[config.mk]
export PLATFORM = sky130hd
export DESIGN_NAME = vital_sign_monitor
export DESIGN_NICKNAME = d
export VERILOG_FILES = /design/src/rtl/vital_sign_monitor.sv
export SDC_FILE = /design/constraint.sdc
export NUM_CORES = 1
export LEC_CHECK = 0
export CORE_MARGIN = 2
export CORE_UTILIZATION = 40
export CTS_BUF_LIST = sky130_fd_sc_hd__clkbuf_2
export CTS_CLUSTER_DIAMETER = 80
export CTS_CLUSTER_SIZE = 24
export DETAILED_ROUTE_END_ITERATION = 10
export DONT_BUFFER_PORTS = 1
export GPL_TIMING_DRIVEN = 0
export PLACE_DENSITY_LB_ADDON = 0.12
export SLEW_MARGIN = 0
export SYNTH_ARGS = -nofsm -noshare
export SYNTH_HDL_FRONTEND = slang
export SYNTH_HIERARCHICAL = 1
export SYNTH_SLANG_ARGS = --single-unit
[constraint.sdc]
create_clock -name clk -period 5.75 [get_ports clk]
set_clock_uncertainty 0.15 [all_clocks]
set_input_delay 1.15 -clock clk [delete_from_list [all_inputs] [get_ports clk]]
set_output_delay 1.15 -clock clk [all_outputs]
set_load 0.005 [all_outputs]
[src/rtl/vital_sign_monitor.sv]
// Per-channel threshold monitor with persistence filtering, latched alerts,
// acknowledge-assisted recovery and a silent-sensor watchdog.

module vsm_channel #(
  parameter int DATA_W    = 8,
  parameter int PERSIST   = 3,
  parameter int CLEAR_CNT = 2,
  parameter int TIMEOUT   = 255
) (
  input  logic              clk,
  input  logic              reset,
  input  logic [DATA_W-1:0] data,
  input  logic              valid,
  input  logic [DATA_W-1:0] lo,
  input  logic [DATA_W-1:0] hi,
  input  logic              ack,
  output logic              alert,
  output logic              stale,
  output logic              alert_nxt,
  output logic [DATA_W-1:0] cap_nxt
);
  localparam int CMAX = (PERSIST > CLEAR_CNT) ? PERSIST : CLEAR_CNT;
  localparam int CW   = $clog2(CMAX + 1);
  localparam int TW   = $clog2(TIMEOUT + 1);
  localparam logic [CW-1:0] P_LAST = CW'(PERSIST - 1);
  localparam logic [CW-1:0] C_LAST = CW'(CLEAR_CNT - 1);
  localparam logic [CW-1:0] ONE    = CW'(1);
  localparam logic [TW-1:0] T_MAX  = TW'(TIMEOUT);

  typedef enum logic [1:0] {NORMAL, PENDING, ALERT, RECOVER} state_e;

  state_e            state_q, state_d;
  logic [CW-1:0]     cnt_q, cnt_d;
  logic [DATA_W-1:0] cap_q, cap_d;
  logic [TW-1:0]     wd_q, wd_d;
  logic              alert_q, alert_d;
  logic              stale_q, stale_d;
  logic              abn;

  always_comb begin
    state_d = state_q;
    cnt_d   = cnt_q;
    cap_d   = cap_q;
    abn     = (data < lo) || (data > hi);
    if (valid) begin
      unique case (state_q)
        NORMAL:
          if (abn) begin
            if (PERSIST == 1) begin
              state_d = ALERT; cap_d = data; cnt_d = '0;
            end else begin
              state_d = PENDING; cnt_d = ONE;
            end
          end
        PENDING:
          if (!abn) begin
            state_d = NORMAL; cnt_d = '0;
          end else if (cnt_q == P_LAST) begin
            state_d = ALERT; cap_d = data; cnt_d = '0;
          end else begin
            cnt_d = cnt_q + ONE;
          end
        ALERT:
          if (!abn) begin
            if (CLEAR_CNT == 1) begin
              state_d = NORMAL; cnt_d = '0;
            end else begin
              state_d = RECOVER; cnt_d = ONE;
            end
          end
        RECOVER:
          if (abn) begin
            state_d = ALERT; cap_d = data; cnt_d = '0;
          end else if (cnt_q == C_LAST) begin
            state_d = NORMAL; cnt_d = '0;
          end else begin
            cnt_d = cnt_q + ONE;
          end
        default: state_d = NORMAL;
      endcase
    end else if (ack && state_q == RECOVER) begin
      // ack only short-circuits an alert that is already on its way out
      state_d = NORMAL; cnt_d = '0;
    end
    wd_d      = valid ? '0 : ((wd_q == T_MAX) ? wd_q : wd_q + TW'(1));
    stale_d   = (wd_d == T_MAX);
    alert_d   = (state_d == ALERT) || (state_d == RECOVER);
    alert_nxt = alert_d;
    cap_nxt   = cap_d;
  end

  always_ff @(posedge clk) begin
    if (reset) begin
      state_q <= NORMAL;
      cnt_q   <= '0;
      cap_q   <= '0;
      wd_q    <= '0;
      alert_q <= 1'b0;
      stale_q <= 1'b0;
    end else begin
      state_q <= state_d;
      cnt_q   <= cnt_d;
      cap_q   <= cap_d;
      wd_q    <= wd_d;
      alert_q <= alert_d;
      stale_q <= stale_d;
    end
  end

  assign alert = alert_q;
  assign stale = stale_q;
endmodule

module vital_sign_monitor #(
  parameter int N_CH      = 3,
  parameter int DATA_W    = 8,
  parameter int PERSIST   = 3,
  parameter int CLEAR_CNT = 2,
  parameter int TIMEOUT   = 255,
  parameter int CH_W      = (N_CH > 1) ? $clog2(N_CH) : 1
) (
  input  logic                     clk,
  input  logic                     reset,
  input  logic [N_CH*DATA_W-1:0]   sample_data,
  input  logic [N_CH-1:0]          sample_valid,
  input  logic [N_CH*DATA_W-1:0]   thresh_lo,
  input  logic [N_CH*DATA_W-1:0]   thresh_hi,
  input  logic [N_CH-1:0]          alert_ack,
  output logic [N_CH-1:0]          alert,
  output logic [N_CH-1:0]          stale,
  output logic                     any_alert,
  output logic [CH_W-1:0]          alert_ch,
  output logic [DATA_W-1:0]        alert_data
);
  logic [N_CH-1:0]             alert_nxt;
  logic [N_CH-1:0][DATA_W-1:0] cap_nxt;

  for (genvar g = 0; g < N_CH; g++) begin : g_ch
    vsm_channel #(
      .DATA_W(DATA_W), .PERSIST(PERSIST), .CLEAR_CNT(CLEAR_CNT), .TIMEOUT(TIMEOUT)
    ) u_ch (
      .clk       (clk),
      .reset     (reset),
      .data      (sample_data[g*DATA_W +: DATA_W]),
      .valid     (sample_valid[g]),
      .lo        (thresh_lo[g*DATA_W +: DATA_W]),
      .hi        (thresh_hi[g*DATA_W +: DATA_W]),
      .ack       (alert_ack[g]),
      .alert     (alert[g]),
      .stale     (stale[g]),
      .alert_nxt (alert_nxt[g]),
      .cap_nxt   (cap_nxt[g])
    );
  end

  logic              any_alert_q, any_alert_d;
  logic [CH_W-1:0]   alert_ch_q, alert_ch_d;
  logic [DATA_W-1:0] alert_data_q, alert_data_d;

  // Encode from next-state values so the summary lands on the same edge as alert.
  always_comb begin
    any_alert_d  = |alert_nxt;
    alert_ch_d   = '0;
    alert_data_d = '0;
    for (int i = N_CH - 1; i >= 0; i--) begin
      if (alert_nxt[i]) begin
        alert_ch_d   = CH_W'(i);
        alert_data_d = cap_nxt[i];
      end
    end
  end

  always_ff @(posedge clk) begin
    if (reset) begin
      any_alert_q  <= 1'b0;
      alert_ch_q   <= '0;
      alert_data_q <= '0;
    end else begin
      any_alert_q  <= any_alert_d;
      alert_ch_q   <= alert_ch_d;
      alert_data_q <= alert_data_d;
    end
  end

  assign any_alert  = any_alert_q;
  assign alert_ch   = alert_ch_q;
  assign alert_data = alert_data_q;
endmodule

======== After elaboration in Yosys (flattened, before gate mapping) ========
Cells that the tools add are included.
cells by class
  equality and inequality tests ........... 33
  mux-type cells .......................... 80
  reductions and logical operators ........ 21
  $lt $le $gt $ge ......................... 6
  add/sub/neg operators ................... 6
operators by type and width
  kind                                                                    number
  8-bit 2-to-1 mux                                                        21
  2-bit 2-to-1 mux                                                        49
  8-bit equality test (second input constant)                             6
  2-bit one-hot mux with 4 select lines                                   6
  8-bit one-hot mux with 2 select lines                                   3
  2-bit equality test (second input constant)                             15
  8-bit by 1-bit adder with 8-bit output (second input constant)          3
  8-bit greater-than comparator                                           3
  8-bit less-than comparator                                              3
  2-bit by 1-bit equality test with 1-bit output (second input constant)  6
  3-bit by 2-bit != test with 1-bit output (second input constant)        3
  3-bit != test (second input constant)                                   3
  3-bit AND reduction                                                     3
  2-bit by 1-bit adder with 2-bit output (second input constant)          3
  2-bit logical NOT                                                       3
  1-bit logical OR                                                        6
  2-bit nonzero test                                                      3
  3-bit OR reduction                                                      2
  1-bit logical AND                                                       3
  2-bit OR reduction                                                      1
  1-bit 2-to-1 mux                                                        1
word-level totals
  register bits after elaboration ......... 77
  logic and storage cells ................. 168
  output and inout port bits .............. 17
  bits of input ports ..................... 80

======== Depth between registers and ports, before layout ========
Gate-level depths: netlist (run 1).
  word-level depth ........................ 10
  mapped depth ............................ 13
  depth with buffers taken out ............ 10

======== Modules after synthesis ========
Netlist (run 1), hierarchy kept.
by module, submodules not included
  module                      area an instance (sq um)  sequential area each (sq um)  instances  cells an instance
  vsm_channel (g_ch[2].u_ch)  1,705.4                   440.4                         1          195
  vsm_channel (g_ch[0].u_ch)  1,640.3                   440.4                         1          209
  vsm_channel (g_ch[1].u_ch)  1,539.0                   440.4                         1          179
  vital_sign_monitor          576.8                     220.2                         1          52

======== Least setup slack after synthesis (run 1) ========
Ideal clock, no wire load.
  path type ............................... input to register
  start ................................... in thresh_hi[1]
  end ..................................... reg any_alert_q (netlist: any_alert)
  slack ................................... 2.333 ns
  cell stages on the path ................. 13
  data required time ...................... 5.477 ns
  setup time .............................. 0.123 ns
  arrival time ............................ 3.144 ns
  buffers on the path ..................... 3
  cell sequence ........................... inv_1 ha_1 nor2b_1 o211ai_1 a211oi_1 a211o_2 buf_6 o32ai_1 nor2_1 buf_6 buf_6 nor3_1 nor2_1
on the way
  longest elaborated chain between the ends .. 8
  elaborated cells on any way between the ends .. 12
  classes of those cells .................. order compare: 1; eq/ne: 2; mux: 6; reduce/logical: 3
RTL lines
  item                                        line  RTL
  start, declared                             127   input logic [N_CH*DATA_W-1:0] thresh_hi,
  8-bit greater-than comparator (*)           44    abn = (data < lo) || (data > hi);
  1-bit logical OR (*)                        44
  2-bit 2-to-1 mux, on equally long branches  n/a
  2-bit one-hot mux with 4 select lines (*)   46    unique case (state_q)
  2-bit 2-to-1 mux (*)                        45    if (valid) begin
  2-bit equality test                         87    alert_d = (state_d == ALERT) || (state_d == RECOVER);
  1-bit logical OR (*)                        87
  net alert_nxt[0]                            135   logic [N_CH-1:0] alert_nxt;
  3-bit OR reduction (*)                      162   any_alert_d = |alert_nxt;
  end signal, assigned                        179   any_alert_q <= any_alert_d;
  end, declared                               156   logic any_alert_q, any_alert_d;
The timed path passes the listed nets; every way through them passes the cells marked *.
A chain may end at the register's enable or synchronous reset.

======== Final worst setup path (run 1) ========
  start ................................... in thresh_lo[1]
  end ..................................... reg alert_data_q[7] (netlist: alert_data[7])
on the way
  longest elaborated chain between the ends .. 8
  elaborated cells on any way between the ends .. 16
  classes of those cells .................. order compare: 1; eq/ne: 2; mux: 11; reduce/logical: 2
RTL lines
  item                                        line  RTL
  start, declared                             126   input logic [N_CH*DATA_W-1:0] thresh_lo,
  8-bit less-than comparator (*)              44
  1-bit logical OR (*)                        44
  2-bit 2-to-1 mux, on equally long branches  n/a
  2-bit one-hot mux with 4 select lines (*)   46
  2-bit 2-to-1 mux (*)                        45
  2-bit equality test                         87
  1-bit logical OR (*)                        87
  net alert_nxt[0]                            135
  8-bit 2-to-1 mux (*)                        166   if (alert_nxt[i]) begin
  end signal, assigned                        181   alert_data_q <= alert_data_d;
  end, declared                               158   logic [DATA_W-1:0] alert_data_q, alert_data_d;
Marked as above.

==> results of run 1 <==
-- metrics by stage --
step	instances	utilization, %
after floorplan	635	-
after global placement	811	42.7
after detailed placement	811	42.7
after CTS	827	43.8
after global routing	828	43.8
final	828	43.8
-- state kept, by name, indices dropped and copies added, names as in the netlist --
name	cells
g_ch.u_ch/cap_q	24
g_ch.u_ch/state_q	6
alert_ch	2
g_ch.u_ch/alert	3
alert_data	8
g_ch.u_ch/wd_q	24
g_ch.u_ch/stale	3
g_ch.u_ch/cnt_q	6
any_alert	1
-- per-layer routing --
metal  vias up  GRT usage [%]  part of all wire (%)
met4         0           5.52                   1.3
li1       2318              -                     -
met5         -              0                     0
met1      2044           23.3                    49
met3        12           4.56                   5.2
met2       108           27.9                    45
-- Yosys cell counts, types with 12 or more instances --
master    instances
nand4_1          12
clkbuf_1         17
nor2_1           32
a21oi_1          40
nand2b_1         22
dfxtp_1          77
nor3_1           12
nor2b_1          18
mux2i_1          19
nand2_1          34
nand3_1          17
or2_2            12
ha_1             48
inv_1            72
o21ai_0          23
-- power by group through the flow --
stage                     Sequential (mW)  Combinational [mW]  Clock, mW
after CTS                           0.555               0.175      0.368
final                               0.555               0.174      0.352
after detailed placement            0.565               0.174          0
after global routing                0.557               0.198      0.394
after global placement              0.565               0.167          0
after floorplan                     0.563               0.142          0
-- worst max path at each step --
stage,endpoint,startpoint,cells past startpoint
2_1_floorplan,any_alert,thresh_hi[1],13
3_3_place_gp,alert_data[5],thresh_hi[1],12
3_5_place_dp,alert_data[7],thresh_lo[7],11
4_1_cts,alert_data[7],thresh_lo[7],11
5_1_grt,alert_data[7],thresh_hi[7],12
6_report,alert_data[7],thresh_lo[1],11
-- area by class of cell --
class	instances	share of cell area (%)
antenna	1	0.0429
buffer	32	3.69
clock buffer	9	0.773
clock inverter	7	1.70
inverter	72	4.64
multi-input combinational	454	58.9
sequential	77	26.4
tap	176	3.78
-- cells by family after synthesis --
group / count (synthesis) / share of synthesized area (%)
buffers and inverters: 104 / 8.89
AOI/OAI and AO/OA: 152 / 20.5
muxes: 38 / 8.09
and+or+nand+nor: 204 / 21.4
xor gates and xnor gates: 12 / 1.92
adders and majority gates: 48 / 11.0
DFF: 77 / 28.2
-- worst max-delay path, stage by stage --
cell and delay (ps):
inv_1 30, ha_1 260, a21boi_0 190, o221ai_1 150, a211o_2 360, buf_6 140, o32ai_1 430, nor2_1 120
buf_6 180, buf_6 150, a221oi_2 300
==> run summary, run 1 <==
Via count of the first global-routing pass: 4,312
Filler Cells Inserted: 1,328
Hold WC Path Type: reg -> reg
Clock buffer depth: 2
Placement Rows: 42
Flop2flop setup slack: 3430 ps
Die W: 121 um
Vias per cell: 5.41
Reg-to-reg startpoint: g_ch[2].u_ch/wd_q[0]
Design Power: 1.08 mW
Die height: 121 um
Worst Tran Pin Value: 466 ps
Arrival @ worst endpoint: 3470 ps
Clock slew at reported path FFs: 240 ps
Lkg Pwr: 2.34 nW
Post-DP Area: 0.00568 mm^2
Initial antenna violation count: 1
HPWL after detailed placement: 9600 um
First-pass GRT wire length: 20,800 um
Pre-Repair DR Iteration Count: 5
Status: complete, no violations
Endpoints failing setup: 0
Number of synthesized register bits: 77
Die area: 0.0146 mm^2
Synthesis Warnings: 6
Syn Nets: 763
WL final: 12,400 um
Max_slew headroom: 68.6%
TritonCTS Buffers: 9
Combinational power share: 16.1%
Congestion Overflow GR: 0
Cell area after layout: 0.00583 mm^2
Synthesized area: 0.00546 mm^2
Seq/Total Area, Yosys: 28.2%
Most frequent cells in the layout: dfxtp_1 (77), inv_1 (72), ha_1 (48)
Root Driver: clkbuf_2
Switching share of total power: 28.8%
Routability Congestion: 0.794
Boundary Pins: 97
FF+latch area: 0.00154 mm^2
PostCTS Resize Cnt: 0
Post-place setup slack: 2020 ps
Min-delay src: g_ch[2].u_ch/cap_q[6]
Unique cell type count in the Yosys netlist: 73
Cell count of the worst reg-to-reg path: 8
Area contributors post-synth: dfxtp_1 (28%), ha_1 (11%), inv_1 (4.9%)
Max Cap Viol: 0
Final Worst Setup Slack: 2570 ps
Hold depth: 2
Placeable core region: 0.0133 mm^2
1st-iter DRT viols: 237
Clk pwr share: 32.6%
Hold buffer count at CTS: 0
Fin crit share: 55.3%
Int Pwr: 0.769 mW
RSZ-0062 raised after global routing: false
Starting Density: 41.1%
Drt drc: 0
Crit Path Max Fanout: 10
Max Slew Vio Count: 0
Most used DFF post-synth: dfxtp_1
Fraction of layout cells with a size suffix above 1: 13.8%
Post-synth top area share: 28.2%
Area grow syn2layout: 6.71%
Post-CTS Setup Inserts: 0
Avg Synthesized Cell Area: 8.60 um^2
CTS Sinks: 77
Sequential share of power: 51.4%
H-Tree Depth: 3
Switching power: 0.311 mW
Final TNS setup: 0 ps
IO buf count: 0
Gate Count Post-Synth: 635
Pwr dens: 185 mW/mm^2
Hold WS: 341 ps
Vias: 4,482
Final hold vios: 0
Max VDD drop: 99.6 uV
Leading area contributor after synthesis: dfxtp_1
Worst EP required: 6050 ps
Total Nets Final: 774
Total GRT Usage: 17.6%
DR WL/cell: 15.0 um
Most common cell after layout, fill and taps aside: dfxtp_1
Crit start category: input pin
Hold path endpoint: g_ch[2].u_ch/cap_q[6]
Ys async rst share: 0%
Classification of the worst setup path: in -> reg
Max Clk Rate: 0.315 GHz
DRT antenna net count: 0
Largest net degree at the start of global routing: 22
Area occupied by multi-input gates: 0.00343 mm^2
Number of flops mapped to enable cells by yosys: 0
Clock latency on the worst-skew pair: 560 ps
Post-layout min period: 3180 ps
CP Capture Type: flop
CTS tree: built
FF-to-FF End: g_ch[2].u_ch/stale
Note: power is estimated with default switching activity, not from simulation.
==> run 2, diff against run 1 <==
==> constraint.sdc (replaced) <==
create_clock -name clk -period 3.1 [get_ports clk]
set_clock_uncertainty 0.15 [all_clocks]
set_input_delay 0.62 -clock clk [delete_from_list [all_inputs] [get_ports clk]]
set_output_delay 0.62 -clock clk [all_outputs]
set_load 0.005 [all_outputs]
==> run 2 against run 1 <==
Effect of this change:
- critical path depth unchanged
- sequential power increased by 86%
- combinational power increased by 91%
- via count about the same
- die area unchanged
==> run summary, run 2 (synthesized netlist as in run 1, its figures left out) <==
Design Power: 2.02 mW
Max stage delay on crit path: 430 ps
RSZ-0062 raised after global routing: false
Max Cap Viol: 0
Hold depth: 2
Arrival @ worst endpoint: 2940 ps
CP delay by family, top: compound AO/OA/AOI/OAI gates
Placeable core region: 0.0133 mm^2
Pre-Repair DR Iteration Count: 5
Fraction of layout cells with a size suffix above 1: 13.6%
Cell count of the worst reg-to-reg path: 8
FF-to-FF End: g_ch[2].u_ch/stale
Max_slew headroom: 68.0%
1st-iter DRT viols: 218
Final TNS setup: 0 ps
Congestion Overflow GR: 0
Largest net degree at the start of global routing: 21
Crit Path Max Fanout: 10
Crit path buffers/inverters: 4
Clock latency on the worst-skew pair: 560 ps
H-Tree Depth: 3
Total GRT Usage: 17.8%
Routability Congestion: 0.794
Drt drc: 0
HPWL after detailed placement: 9600 um
Lkg Pwr: 2.38 nW
Boundary Pins: 97
Filler Cells Inserted: 1,329
Pwr dens: 341 mW/mm^2
Flop2flop setup slack: 780 ps
Max Clk Rate: 0.378 GHz
Clock slew at reported path FFs: 220 ps
Worst EP required: 3400 ps
Cell mode on critical path: buf_6
TritonCTS Buffers: 9
Final core occ: 44.5%
Worst Tran Pin Value: 481 ps
DRT antenna net count: 0
Final hold vios: 0
Crit start category: input pin
Endpoints failing setup: 0
Total Nets Final: 783
DR WL/cell: 15.1 um
Die W: 121 um
Classification of the worst setup path: in -> reg
CTS Sinks: 77
Most common cell after layout, fill and taps aside: dfxtp_1
Area grow syn2layout: 8.36%
First-pass GRT wire length: 21,000 um
Die height: 121 um
Post-CTS Setup Inserts: 0
CP max-delay cell: o32ai_1
Die area: 0.0146 mm^2
Worst-path cell chain: inv_1 > ha_1 > and3_1 > o221ai_1 > a211o_2 > buf_6 > o32ai_1 > nor2_1 > buf_6 > buf_6 > a221oi_2
Post-layout min period: 2650 ps
Status: complete, no violations
Fin crit share: 85.4%
Max VDD drop: 185 uV
Initial antenna violation count: 1
Reg-to-reg startpoint: g_ch[2].u_ch/wd_q[0]
Placement Rows: 42
Via count of the first global-routing pass: 4,341
Vias per cell: 5.36
Starting Density: 41.1%
Root Driver: clkbuf_2
IO buf count: 0
WL final: 12,600 um
Clock buffer depth: 2
Vias: 4,486
PostCTS Resize Cnt: 0
Hold path endpoint: g_ch[0].u_ch/cap_q[2]
CTS tree: built
Min-delay src: reset
Most frequent cells in the layout: dfxtp_1 (77), inv_1 (72), ha_1 (48)
Hold WC Path Type: in -> reg
Max Slew Vio Count: 0
CP Capture Type: flop
[run 2: changes by cell type in the layout (fill, tap and decap cells not counted)]
cell           change
dlygate4sd3_1      +9
[run 2: layer usage]
metal	wire, um	share of wire [%]	up-vias	track usage (%)
met2	5680	45	101	28.3
li1	-	-	2330	-
met5	0	0	-	0
met3	639	5.1	10	4.51
met4	159	1.3	0	5.52
met1	6150	49	2045	23.6
[run 2: area by class of cell]
type	count	area [um^2]	area share (%)
clock buffers	9	45.0	0.761
inverters	72	270	4.57
diodes	1	2.50	0.0423
well taps	176	220	3.72
plain buffers	32	215	3.64
flip-flops and latches	77	1540	26.0
repair buffers	9	90.1	1.52
clock inverters	7	98.8	1.67
multi-input cells	454	3430	58.0
[run 2: what timing repair did]
item | in CTS | in global routing
hold buffers | 7 | 2
setup endpoints to repair | 0 | 0
endpoints found under the hold margin | 8 | 2
[run 2: worst reg2reg max path: cells and delay by family (launching register included)]
family        cells  cell delay (ps)
xor+xnor          1              130
flops             1              470
fa+ha+maj         1              270
simple gates      5             1060
buf+inv           1              170
[run 2: power by group]
group / leakage (nW) / switching, mW / total, mW / internal [mW]
logic: 1.69 / 0.178 / 0.333 / 0.155
clock network: 0.0708 / 0.387 / 0.654 / 0.267
registers: 0.623 / 0.0181 / 1.03 / 1.01
[run 2: worst max path at each step]
| stage | from | endpoint | cells past startpoint |
|---|---|---|---|
| after detailed placement | thresh_lo[7] | alert_data[7] | 11 |
| final | thresh_lo[7] | alert_data[7] | 11 |
| after global placement | thresh_hi[1] | alert_data[5] | 12 |
| after floorplan | thresh_hi[1] | any_alert | 13 |
| after CTS | thresh_lo[7] | alert_data[7] | 11 |
| after global routing | thresh_hi[7] | alert_data[7] | 12 |
[run 2: per-stage QoR]
| step | hold slack [ps] | setup slack [ps] | std cells | area, um^2 |
|---|---|---|---|---|
| final | 100 | 454 | 837 | 5920 |
| after global routing | 8.05 | 335 | 837 | 5920 |
| after CTS | 1.28 | 493 | 834 | 5900 |
| after detailed placement | 318 | -97.7 | 811 | 5680 |
| after global placement | 305 | -100 | 811 | 5680 |
| after floorplan | 295 | 213 | 635 | 5460 |
